### src/rtl/intra_net_requant_mover.sv
// Strided 2-D tile mover: reads 32-bit accumulators, requantises them to int8 and writes them to an activation buffer.
// Build option: define INTRA_NET_REQUANT_ROUND_EN for round-half-up before the shift (default is a truncating shift).
module intra_net_requant_mover #(
  parameter int OUT_DATA_WIDTH = 32,
  parameter int ACT_DATA_WIDTH = 8,
  parameter int ADDR_WIDTH     = 12,
  parameter int IDX_WIDTH      = 4,
  parameter int DIM_WIDTH      = 8
) (
  input  logic                      clk,
  input  logic                      reset,
  input  logic                      start,
  input  logic [ADDR_WIDTH-1:0]     cfg_o_base,
  input  logic [ADDR_WIDTH-1:0]     cfg_a_base,
  input  logic [DIM_WIDTH-1:0]      cfg_num_col,
  input  logic [DIM_WIDTH-1:0]      cfg_num_row,
  input  logic [ADDR_WIDTH-1:0]     cfg_o_stride,
  input  logic [ADDR_WIDTH-1:0]     cfg_a_stride,
  input  logic [4:0]                cfg_shift,
  input  logic                      cfg_relu,
  input  logic [IDX_WIDTH-1:0]      cfg_o_idx,
  input  logic [IDX_WIDTH-1:0]      cfg_a_idx,
  input  logic                      rd_hold,
  output logic                      o_rd_en,
  output logic [ADDR_WIDTH-1:0]     o_addr,
  output logic [IDX_WIDTH-1:0]      o_idx,
  input  logic [OUT_DATA_WIDTH-1:0] o_rd_data,
  output logic                      a_w_en,
  output logic [ADDR_WIDTH-1:0]     a_addr,
  output logic [IDX_WIDTH-1:0]      a_idx,
  output logic [ACT_DATA_WIDTH-1:0] a_w_data,
  output logic                      busy,
  output logic                      done
);

  typedef enum logic [1:0] {S_IDLE, S_RUN, S_DRAIN, S_DONE} state_t;

  localparam logic signed [OUT_DATA_WIDTH:0] LP_MAX =
    $signed((OUT_DATA_WIDTH+1)'((1 << (ACT_DATA_WIDTH-1)) - 1));
  localparam logic signed [OUT_DATA_WIDTH:0] LP_MIN = ~LP_MAX;

  state_t r_state;
  state_t w_next;

  logic [ADDR_WIDTH-1:0]     r_o_row;
  logic [ADDR_WIDTH-1:0]     r_o_ptr;
  logic [ADDR_WIDTH-1:0]     r_a_row;
  logic [ADDR_WIDTH-1:0]     r_a_ptr;
  logic [ADDR_WIDTH-1:0]     r_o_stride;
  logic [ADDR_WIDTH-1:0]     r_a_stride;
  logic [DIM_WIDTH-1:0]      r_num_col;
  logic [DIM_WIDTH-1:0]      r_num_row;
  logic [DIM_WIDTH-1:0]      r_col;
  logic [DIM_WIDTH-1:0]      r_row;
  logic [4:0]                r_shift;
  logic                      r_relu;
  logic [IDX_WIDTH-1:0]      r_o_idx;
  logic [IDX_WIDTH-1:0]      r_a_idx;
  logic                      r_rd_vld;
  logic [ADDR_WIDTH-1:0]     r_wr_addr;
  logic                      r_a_w_en;
  logic [ADDR_WIDTH-1:0]     r_a_addr;
  logic [ACT_DATA_WIDTH-1:0] r_a_w_data;

  logic                      w_start_ok;
  logic                      w_zero_dim;
  logic                      w_rd_fire;
  logic                      w_last_col;
  logic                      w_last_row;
  logic                      w_last_rd;
  logic signed [OUT_DATA_WIDTH:0] w_x;
  logic signed [OUT_DATA_WIDTH:0] w_y;
  logic [ACT_DATA_WIDTH-1:0] w_q;

  assign w_start_ok = (r_state == S_IDLE) && start;
  assign w_zero_dim = (cfg_num_row == '0) || (cfg_num_col == '0);
  assign w_rd_fire  = (r_state == S_RUN) && !rd_hold;
  assign w_last_col = (r_col == r_num_col - DIM_WIDTH'(1));
  assign w_last_row = (r_row == r_num_row - DIM_WIDTH'(1));
  assign w_last_rd  = w_rd_fire && w_last_col && w_last_row;

  always_ff @(posedge clk) begin
    if (reset) begin
      r_state <= S_IDLE;
    end else begin
      r_state <= w_next;
    end
  end

  // DRAIN ends on the final write: nothing left in the read-data stage.
  always_comb begin
    w_next = r_state;
    case (r_state)
      S_IDLE:  if (start) w_next = w_zero_dim ? S_DONE : S_RUN;
      S_RUN:   if (w_last_rd) w_next = S_DRAIN;
      S_DRAIN: if (r_a_w_en && !r_rd_vld) w_next = S_DONE;
      S_DONE:  w_next = S_IDLE;
      default: w_next = S_IDLE;
    endcase
  end

  always_ff @(posedge clk) begin
    if (reset) begin
      r_o_row    <= '0;
      r_o_ptr    <= '0;
      r_a_row    <= '0;
      r_a_ptr    <= '0;
      r_o_stride <= '0;
      r_a_stride <= '0;
      r_num_col  <= '0;
      r_num_row  <= '0;
      r_col      <= '0;
      r_row      <= '0;
      r_shift    <= '0;
      r_relu     <= 1'b0;
      r_o_idx    <= '0;
      r_a_idx    <= '0;
    end else if (w_start_ok) begin
      r_o_row    <= cfg_o_base;
      r_o_ptr    <= cfg_o_base;
      r_a_row    <= cfg_a_base;
      r_a_ptr    <= cfg_a_base;
      r_o_stride <= cfg_o_stride;
      r_a_stride <= cfg_a_stride;
      r_num_col  <= cfg_num_col;
      r_num_row  <= cfg_num_row;
      r_col      <= '0;
      r_row      <= '0;
      r_shift    <= cfg_shift;
      r_relu     <= cfg_relu;
      r_o_idx    <= cfg_o_idx;
      r_a_idx    <= cfg_a_idx;
    end else if (w_rd_fire) begin
      // Row starts advance by stride from the previous row start, so no multiplier is needed.
      if (w_last_col) begin
        r_col   <= '0;
        r_row   <= r_row + DIM_WIDTH'(1);
        r_o_row <= r_o_row + r_o_stride;
        r_o_ptr <= r_o_row + r_o_stride;
        r_a_row <= r_a_row + r_a_stride;
        r_a_ptr <= r_a_row + r_a_stride;
      end else begin
        r_col   <= r_col + DIM_WIDTH'(1);
        r_o_ptr <= r_o_ptr + ADDR_WIDTH'(1);
        r_a_ptr <= r_a_ptr + ADDR_WIDTH'(1);
      end
    end
  end

  always_comb begin
    w_x = $signed({o_rd_data[OUT_DATA_WIDTH-1], o_rd_data});
`ifdef INTRA_NET_REQUANT_ROUND_EN
    if (r_shift != 5'd0) begin
      w_x = w_x + $signed((OUT_DATA_WIDTH+1)'(1) << (r_shift - 5'd1));
    end
`endif
    w_y = w_x >>> r_shift;
    if (r_relu && (w_y < 0)) begin
      w_y = '0;
    end
    w_q = w_y[ACT_DATA_WIDTH-1:0];
    if (w_y > LP_MAX) begin
      w_q = LP_MAX[ACT_DATA_WIDTH-1:0];
    end else if (w_y < LP_MIN) begin
      w_q = LP_MIN[ACT_DATA_WIDTH-1:0];
    end
  end

  // Read data arrives one cycle after the strobe; the write is registered one cycle later.
  always_ff @(posedge clk) begin
    if (reset) begin
      r_rd_vld   <= 1'b0;
      r_wr_addr  <= '0;
      r_a_w_en   <= 1'b0;
      r_a_addr   <= '0;
      r_a_w_data <= '0;
    end else begin
      r_rd_vld  <= w_rd_fire;
      r_wr_addr <= r_a_ptr;
      r_a_w_en  <= r_rd_vld;
      if (r_rd_vld) begin
        r_a_addr   <= r_wr_addr;
        r_a_w_data <= w_q;
      end
    end
  end

  assign o_rd_en  = w_rd_fire;
  assign o_addr   = r_o_ptr;
  assign o_idx    = r_o_idx;
  assign a_w_en   = r_a_w_en;
  assign a_addr   = r_a_addr;
  assign a_idx    = r_a_idx;
  assign a_w_data = r_a_w_data;
  assign busy     = (r_state == S_RUN) || (r_state == S_DRAIN);
  assign done     = (r_state == S_DONE);

endmodule

### config.mk
export PLATFORM = sky130hd
export DESIGN_NAME = intra_net_requant_mover
export DESIGN_NICKNAME = d
export VERILOG_FILES = /design/src/rtl/intra_net_requant_mover.sv
export SDC_FILE = /design/constraint.sdc
export NUM_CORES = 1
export LEC_CHECK = 0
export CORE_MARGIN = 1
export CORE_UTILIZATION = 42
export DETAILED_ROUTE_END_ITERATION = 10
export GPL_TIMING_DRIVEN = 0
export PLACE_DENSITY = 0.68
export SLEW_MARGIN = 30
export SYNTH_ARGS = -nofsm -noshare
export SYNTH_HDL_FRONTEND = slang
export SYNTH_SLANG_ARGS = --single-unit
### constraint.sdc
create_clock -name clk -period 3.1 [get_ports clk]
set_input_delay 0.93 -clock clk [delete_from_list [all_inputs] [get_ports clk]]
set_output_delay 0.93 -clock clk [all_outputs]
set_load 0.1 [all_outputs]
## Yosys cells after proc, flatten, opt, wreduce, memory -nomap -nowiden

Index checks and enable logic that the tools add are counted.

- Register bits: 154
- Output and inout port bits: 44

- Eq/ne operators: 8
- $lt $le $gt $ge: 3
- Add/subtract/negate cells: 8
- Reduce and logical (&&, ||, !) cells: 19
- Multiplexer cells: 21
- Shift operators: 1

Operators by type and width:

| cell | count |
|---|---|
| 2-to-1 mux 12 bit | 12 |
| > comparator 33 x 8 -> 1 bit, second input constant | 1 |
| less-than comparator 33 x 1 -> 1 bit, second input constant | 1 |
| less-than comparator 33 x 8 -> 1 bit, second input constant | 1 |
| 2-to-1 mux 33 bit | 1 |
| >>> shifter 32 x 5 -> 33 bit | 1 |
| adder 12 x 1 -> 12 bit, second input constant | 2 |
| adder 12 bit | 2 |
| 2-to-1 mux 8 bit | 3 |
| adder 8 x 1 -> 8 bit, second input constant | 2 |
| == test 8 bit | 2 |
| zero test 8 bit | 2 |
| subtractor 8 x 1 -> 8 bit, second input constant | 2 |
| 2-to-1 mux 2 bit | 4 |
| one-hot mux 2 bit (4 select lines) | 1 |
| logical AND 1 bit | 6 |
| != test 2 bit, second input constant | 3 |
| == test 2 bit, second input constant | 2 |
| AND reduction 2 bit | 2 |
| nonzero test 2 bit | 2 |
| AND reduction 3 bit | 1 |
| == test 2 x 1 -> 1 bit, second input constant | 1 |
| zero test 1 bit | 2 |
| zero test 2 bit | 1 |
| 2 further kinds | 3 |

## Logic depth before layout (Yosys ltp)

Gate-level depths: netlist of run 1.

- Depth in word-level cells: 7
- Gate-level depth with buffers: 13
- Gate-level depth less buffers: 11

## Worst setup path after synthesis of run 1

Ideal clock, no wire load.

- Kind: input to output
- Start: input rd_hold
- End: output o_rd_en
- Slack: -395 ps
- Arrival time: 2565 ps
- Stages: 5
- Required time: 2170 ps
- Cells stage by stage: nand2b_1 clkbuf_1 inv_1 clkbuf_1 buf_1

- Longest elaborated chain between the ends: 2

RTL lines:

| what | RTL line | RTL |
|---|---|---|
| start, declared | 23 | `input logic rd_hold,` |
| zero test 1 bit | 77 | `assign w_rd_fire = (r_state == S_RUN) && !rd_hold;` |
| logical AND 1 bit | 77 |  |
| end, declared | 24 | `output logic o_rd_en,` |

Every way passes these cells.

## Final worst setup path of run 1

- Start: input o_rd_data[30]
- End: register r_a_w_data[0] (netlist: a_w_data[0])

- Longest elaborated chain between the ends: 7

RTL lines:

| what | RTL line | RTL |
|---|---|---|
| start, declared | 27 | `input logic [OUT_DATA_WIDTH-1:0] o_rd_data,` |
| >>> shifter 32 x 5 -> 33 bit * | 157 | `w_y = w_x >>> r_shift;` |
| less-than comparator 33 x 1 -> 1 bit | 158 | `if (r_relu && (w_y < 0)) begin` |
| logical AND 1 bit | 158 |  |
| 2-to-1 mux 33 bit * | 158 |  |
| less-than comparator 33 x 8 -> 1 bit | 164 | `end else if (w_y < LP_MIN) begin` |
| 2-to-1 mux 8 bit | 164 |  |
| 2-to-1 mux 8 bit * | 162 | `if (w_y > LP_MAX) begin` |
| end signal, assigned | 183 | `r_a_w_data <= w_q;` |
| end, declared | 63 | `logic [ACT_DATA_WIDTH-1:0] r_a_w_data;` |

Every way passes the cells marked *; elsewhere a longest branch is shown, timed or not.
A chain may end at the register's enable or synchronous reset.

==> flow_summary.yaml, run 1 <==
cts:
  htree_levels: 4
  ctsLongestPathBuffers: 2
  clock_latency_ps: 430
  clkSlewWorstSetupHoldPaths_ps: 70
  postCtsHoldBufs: 0
  cts_tree: "done"
  cts.sink_count: 154
  cts_buffers: 17
  cts_root_buf: "clkbuf_16"
routing:
  routedWlPerCell_um: 20.1
  dr_wl_met3_mm: 3.20
  wl_met2_mm: 16.1
  drt-met1-wl_mm: 14.4
  drc: 0
  drt-initial-drc-count: 880
  drtAntennaViolNets: 0
  vias_per_cell: 5.90
  vias: 10300
  routed.top_layer: "met4"
  firstDrtPassIters: 6
  wl_mm: 35.2
setup_path:
  arrival_ps: 3540
  cp_cell_sequence: "buf_8 > or3b_4 > and2_4 > mux4_2 > or4_1 > a31oi_1 > nand4_2 > a221oi_2 > o221a_1"
  slowest_stage: "or4_1"
  critical_path_class: "in -> reg"
  start_kind: "input port"
  crit_fanout: 7
  max_stage_delay_ps: 510
  worst_setup_path_end_kind: "flop"
  required_ps: 3480
synth:
  ys_types: 77
  synth-seq-cells: 154
  synth_ff_type: "dfxtp_1"
  yosysWarnings: 0
  synth-async-reset-ratio_pct: 0
  syn-num-nets: 1379
  seq_area_frac_synth_pct: 30.7
  synth_edf_count: 0
  syn_area_um2: 10000
  synth_area_per_cell_um2: 8.17
  syn_inst: 1230
floorplanning:
  placementRows: 56
  fp.dieH_um: 157
  start_util_pct: 42.8
  core-area_um2: 23500
  dieArea_um2: 24500
  io_pins: 158
  die_width_um: 157
finish:
  layout-drive-gt1-share_pct: 12.1
  seqCellArea_um2: 3080
  nFillCells: 2164
  syn2layout_area_growth_pct: 28.9
  final_common_cell: "nand2_1"
  num_antenna_cells: 0
  multiInputGateArea_um2: 6580
  final_nets: 1569
  final_cells: 1751
  final_cell_mix: "nand2_1 (200), dfxtp_1 (153), clkdlybuf4s50_1 (133), a21oi_1 (124), nor2_1 (101)"
timing:
  hold_viol: 0
  setup_violations: 2
  finClkSkew_ps: 11.4
  finalCriticalPeriod_ps: 3170
  rsz0062_at_grt: "true"
  drv_slew: 0
  max_freq_ghz: 0.316
  finalCritPeriodShare_pct: 102
  worstMarginPinSlew_ps: 1010
  whs_ps: 454
  slew_headroom_pct: 32.2
  fin_tns_setup_ps: -77.5
  setup_ws_ps: -65.1
place:
  dp_hpwl_mm: 26.1
  gp_congestion: 0.979
  io_buffer_count: 155
  placed_cells: 1704
pwr:
  powerDensity_nw_per_um2: 758
  p_leak_nw: 4.81
  peakVddDrop_mv: 0.736
grt:
  grt_pass1_vias: 9552
  grt_antenna_before_repair: 0
  grt_pass1_wl_mm: 53.2
  grt_usage_pct: 28.6
  grt_max_degree: 17
  overflow: 0
flow_run:
  maxCapViolCount: 0
status:
  status: "finished, violations left"
  violations: "negative setup slack"
worst_hold_path:
  hold_path.class: "reg -> reg"
==> logic make-up (layout without fill, tap and decap cells) <==
logic type	Yosys count	after routing	share of synthesized area (%)
flops	154	154	30.7
mux	97	97	13.9
xor+xnor	56	56	5.02
compound gates	324	324	20.3
simple gates	445	445	20.1
buf+inv	119	321	5.58
fa+ha+maj	35	35	4.51
==> state kept, by name, indices dropped and copies added, names as in the netlist <==
name,flops
o_idx,4
r_shift,5
a_w_data,8
a_addr,12
a_w_en,1
r_row,8
r_col,8
r_wr_addr,12
r_a_row,12
r_relu,1
r_num_col,8
r_num_row,8
a_idx,4
r_a_stride,12
r_state,2
o_addr,12
r_a_ptr,12
r_o_row,12
r_rd_vld,1
r_o_stride,12
==> Yosys cell counts (4+ instances only) <==
cell	n	share of area [%]
and2_1	11	0.69
nor3_1	19	0.95
a21oi_1	126	6.3
inv_1	35	1.3
nor4_1	9	0.56
nand2b_1	10	0.62
buf_2	8	0.40
a21o_1	6	0.45
dfxtp_1	154	31
o221ai_1	4	0.35
xor2_1	32	2.8
clkbuf_1	52	1.9
mux2i_1	53	5.3
and3_1	7	0.44
xnor2_1	23	2.0
o22ai_1	7	0.44
a221oi_1	4	0.35
buf_6	6	0.67
a21boi_0	5	0.37
nand4_1	14	0.87
nor2b_1	22	1.4
o221a_1	7	0.78
a31oi_1	25	1.6
o21ai_0	59	2.9
mux4_1	5	1.3
nor2_1	103	3.8
a311oi_1	9	0.78
nand2_1	200	7.5
a211oi_1	18	1.3
mux4_2	26	5.8
buf_1	10	0.37
nand3_1	19	0.95
o211ai_1	18	1.3
or3_1	7	0.44
ha_1	33	4.1
or2_2	7	0.44
nor3b_1	5	0.37
mux2_2	13	1.5
==> critical path, delay by kind of cell <==
| family | cells | cell delay (ps) |
|---|---|---|
| buffers and inverters | 1 | 70 |
| muxes | 1 | 480 |
| and+or+nand+nor | 4 | 1280 |
| AOI/OAI and AO/OA | 3 | 780 |
==> final timing paths <==
check	from	end	slack (ps)	depth (start not counted)
min	a_idx[1]	a_idx[1]	450	2
min reg2reg	a_idx[1]	a_idx[1]	450	2
max reg2reg	r_shift[1]	a_w_data[0]	-40	10
max	o_rd_data[30]	a_w_data[0]	-70	9
==> layout make-up <==
cell class,instances,area share [%]
Tap cell,319,3.08
Buffer,83,3.88
Clock inverter,14,1.39
Sequential cell,154,23.8
Timing Repair Buffer,172,12.7
Inverter,35,1.04
Clock buffer,17,3.29
Multi-Input combinational cell,957,50.8
==> timing repair <==
action | 4_1_cts | 5_1_grt
buffers inserted | 5 | 12
resized for setup | 94 | 56
pin swaps | 5 | 8
endpoints found under the setup margin | 45 | 47
hold endpoints to repair | 0 | 0
==> per-stage QoR <==
step / cell area, um2 / utilization, % / worst slack, ps / power [mW]
after detailed placement: 12000 / 51.1 / -1750 / 7.28
final: 12900 / 55.2 / -65.1 / 9.82
after CTS: 12800 / 54.3 / -37.0 / 9.59
after floorplan: 10100 / - / -153 / 5.92
after global placement: 12000 / 51.1 / -1770 / 7.25
after global routing: 12900 / 55.2 / -159 / 10.3
==> routing by layer <==
layer,vias up,track usage [%]
met5,-,0
met4,0,13.5
met3,105,5.93
met2,574,46.7
met1,4843,36.1
li1,4811,-
==> report_power, final <==
part / leakage [nW] / internal, mW / total [mW] / switching (mW)
clock network: 0.291 / 1.22 / 2.19 / 0.971
logic: 3.26 / 1.79 / 4.92 / 3.13
registers: 1.26 / 2.36 / 2.70 / 0.348
total: 4.81 / 5.37 / 9.82 / 4.45
Note: power is estimated with default switching activity, not from simulation.
==> run 2: changes to the inputs <==
--- a/config.mk
+++ b/config.mk
@@ -5,7 +5,7 @@
 export SDC_FILE = /design/constraint.sdc
 export NUM_CORES = 1
 export LEC_CHECK = 0
-export CORE_MARGIN = 1
+export CORE_MARGIN = 4
 export CORE_UTILIZATION = 42
 export DETAILED_ROUTE_END_ITERATION = 10
 export GPL_TIMING_DRIVEN = 0
==> flow_summary.yaml, run 2 (synthesized netlist as in run 1, its figures left out) <==
grt:
  grt_pass1_wl_mm: 54.3
  overflow: 0
  grt_max_degree: 17
  grt_antenna_before_repair: 0
  grt_pass1_vias: 9755
  grt_usage_pct: 26.1
pwr:
  power.total_mw: 9.65
  powerDensity_nw_per_um2: 748
  peakVddDrop_mv: 0.505
  p_leak_nw: 4.78
timing:
  whs_ps: 457
  max_freq_ghz: 0.325
  finClkSkew_ps: 13.5
  finalCriticalPeriod_ps: 3080
  hold_viol: 0
  setup_violations: 0
  worstMarginPinSlew_ps: 988
  slew_headroom_pct: 33.9
  rsz0062_at_grt: "true"
  drv_slew: 0
  finalCritPeriodShare_pct: 99.2
finish:
  final_common_cell: "nand2_1"
  final_nets: 1559
  final_cells: 1742
  syn2layout_area_growth_pct: 28.5
  final_cell_mix: "nand2_1 (200), dfxtp_1 (153), clkdlybuf4s50_1 (129), a21oi_1 (124), nor2_1 (101)"
  num_antenna_cells: 0
  final_area_um2: 12900
  layout-drive-gt1-share_pct: 12.0
  fin_util_pct: 55.0
cts:
  ctsLongestPathBuffers: 2
  clock_latency_ps: 440
  postCtsHoldBufs: 0
  cts.sink_count: 154
  cts_buffers: 17
  htree_levels: 4
  cts_root_buf: "clkbuf_16"
  cts_tree: "done"
  clkSlewWorstSetupHoldPaths_ps: 60
floorplanning:
  die_width_um: 163
  dieArea_um2: 26500
  fp.dieH_um: 163
  placementRows: 56
  core-area_um2: 23500
  io_pins: 158
  start_util_pct: 42.8
setup_path:
  start_kind: "input port"
  rr_startpoint: "r_shift[1]"
  worst_setup_path_end_kind: "flop"
  reg2regPathDepth: 9
  critical_path_class: "in -> reg"
  crit_fanout: 7
  r2r-end: "a_w_data[0]"
  arrival_ps: 3450
  rrSetupSlack_ps: 50
  required_ps: 3470
place:
  placed_cells: 1704
  gp_congestion: 0.931
  place_area_um2: 12000
  io_buffer_count: 155
  dp_hpwl_mm: 26.2
worst_hold_path:
  hold_path.class: "reg -> reg"
  holdCritStartpoint: "o_idx[1]"
  min_to: "o_idx[1]"
  hold_path_depth: 2
routing:
  drtAntennaViolNets: 0
  wl_mm: 35.7
  vias: 10300
  drc: 0
  drt-initial-drc-count: 1006
  vias_per_cell: 5.89
  routedWlPerCell_um: 20.5
  firstDrtPassIters: 7
flow_run:
  maxCapViolCount: 0
status:
  status: "completed"
-- run 2: cell count changes in the layout (fill, tap and decap cells not counted), sizes merged --
cell and delta:
buf -9, bufinv -1, clkdlybuf4s15 +1, clkdlybuf4s50 -4
clkinv +1, dlymetal6s2s +3
-- run 2: worst max path at each step --
stage | from | to
6_report | o_rd_data[30] | a_w_data[0]
5_1_grt | o_rd_data[30] | a_w_data[0]
4_1_cts | r_num_col[0] | r_a_row[2]
3_5_place_dp | rd_hold | o_rd_en
3_3_place_gp | rd_hold | o_rd_en
2_1_floorplan | o_rd_data[30] | a_w_data[0]
-- run 2: per-stage QoR --
| stage | setup WS, ps | setup TNS (ps) |
|---|---|---|
| finish | 23.4 | 0 |
| floorplan | -153 | -739 |
| detailed placement | -1770 | -34050 |
| CTS | -119 | -822 |
| global route | -48.0 | -128 |
| global placement | -1800 | -33210 |
-- run 2: area by class of cell --
type | instances | area, um2
Clock inverter | 14 | 139
Buffer | 82 | 492
Timing Repair Buffer | 163 | 1590
Sequential cell | 154 | 3090
Tap cell | 319 | 399
Clock buffer | 18 | 429
Fill cell | 2222 | 10600
Inverter | 35 | 131
Multi-Input combinational cell | 957 | 6640
-- run 2: power breakdown --
| part | switching (mW) | total, mW | leakage, nW | internal (mW) |
|---|---|---|---|---|
| clock | 0.933 | 2.06 | 0.270 | 1.12 |
| sequential | 0.358 | 2.72 | 1.26 | 2.36 |
| combinational | 3.12 | 4.88 | 3.25 | 1.76 |
-- run 2: critical path: stages --
cell and delay [ps]:
buf_8 70, or3b_4 390, and2_4 160, mux4_2 480, or4_4 510, a31oi_4 180
nand4_4 190, a221oi_2 330, o221a_1 210
-- run 2: what timing repair did --
item	CTS	global route
gates resized for setup	90	77
endpoints found under the setup margin	41	43
buffers inserted	4	4
pin swaps	4	10
-- run 2: metal layers --
metal	routed length (um)	share of wire [%]	track usage, %
met1	14800	42	34.7
met2	16600	46	42.3
met3	3130	8.8	5.34
met4	1180	3.3	9.38
met5	0	0	0
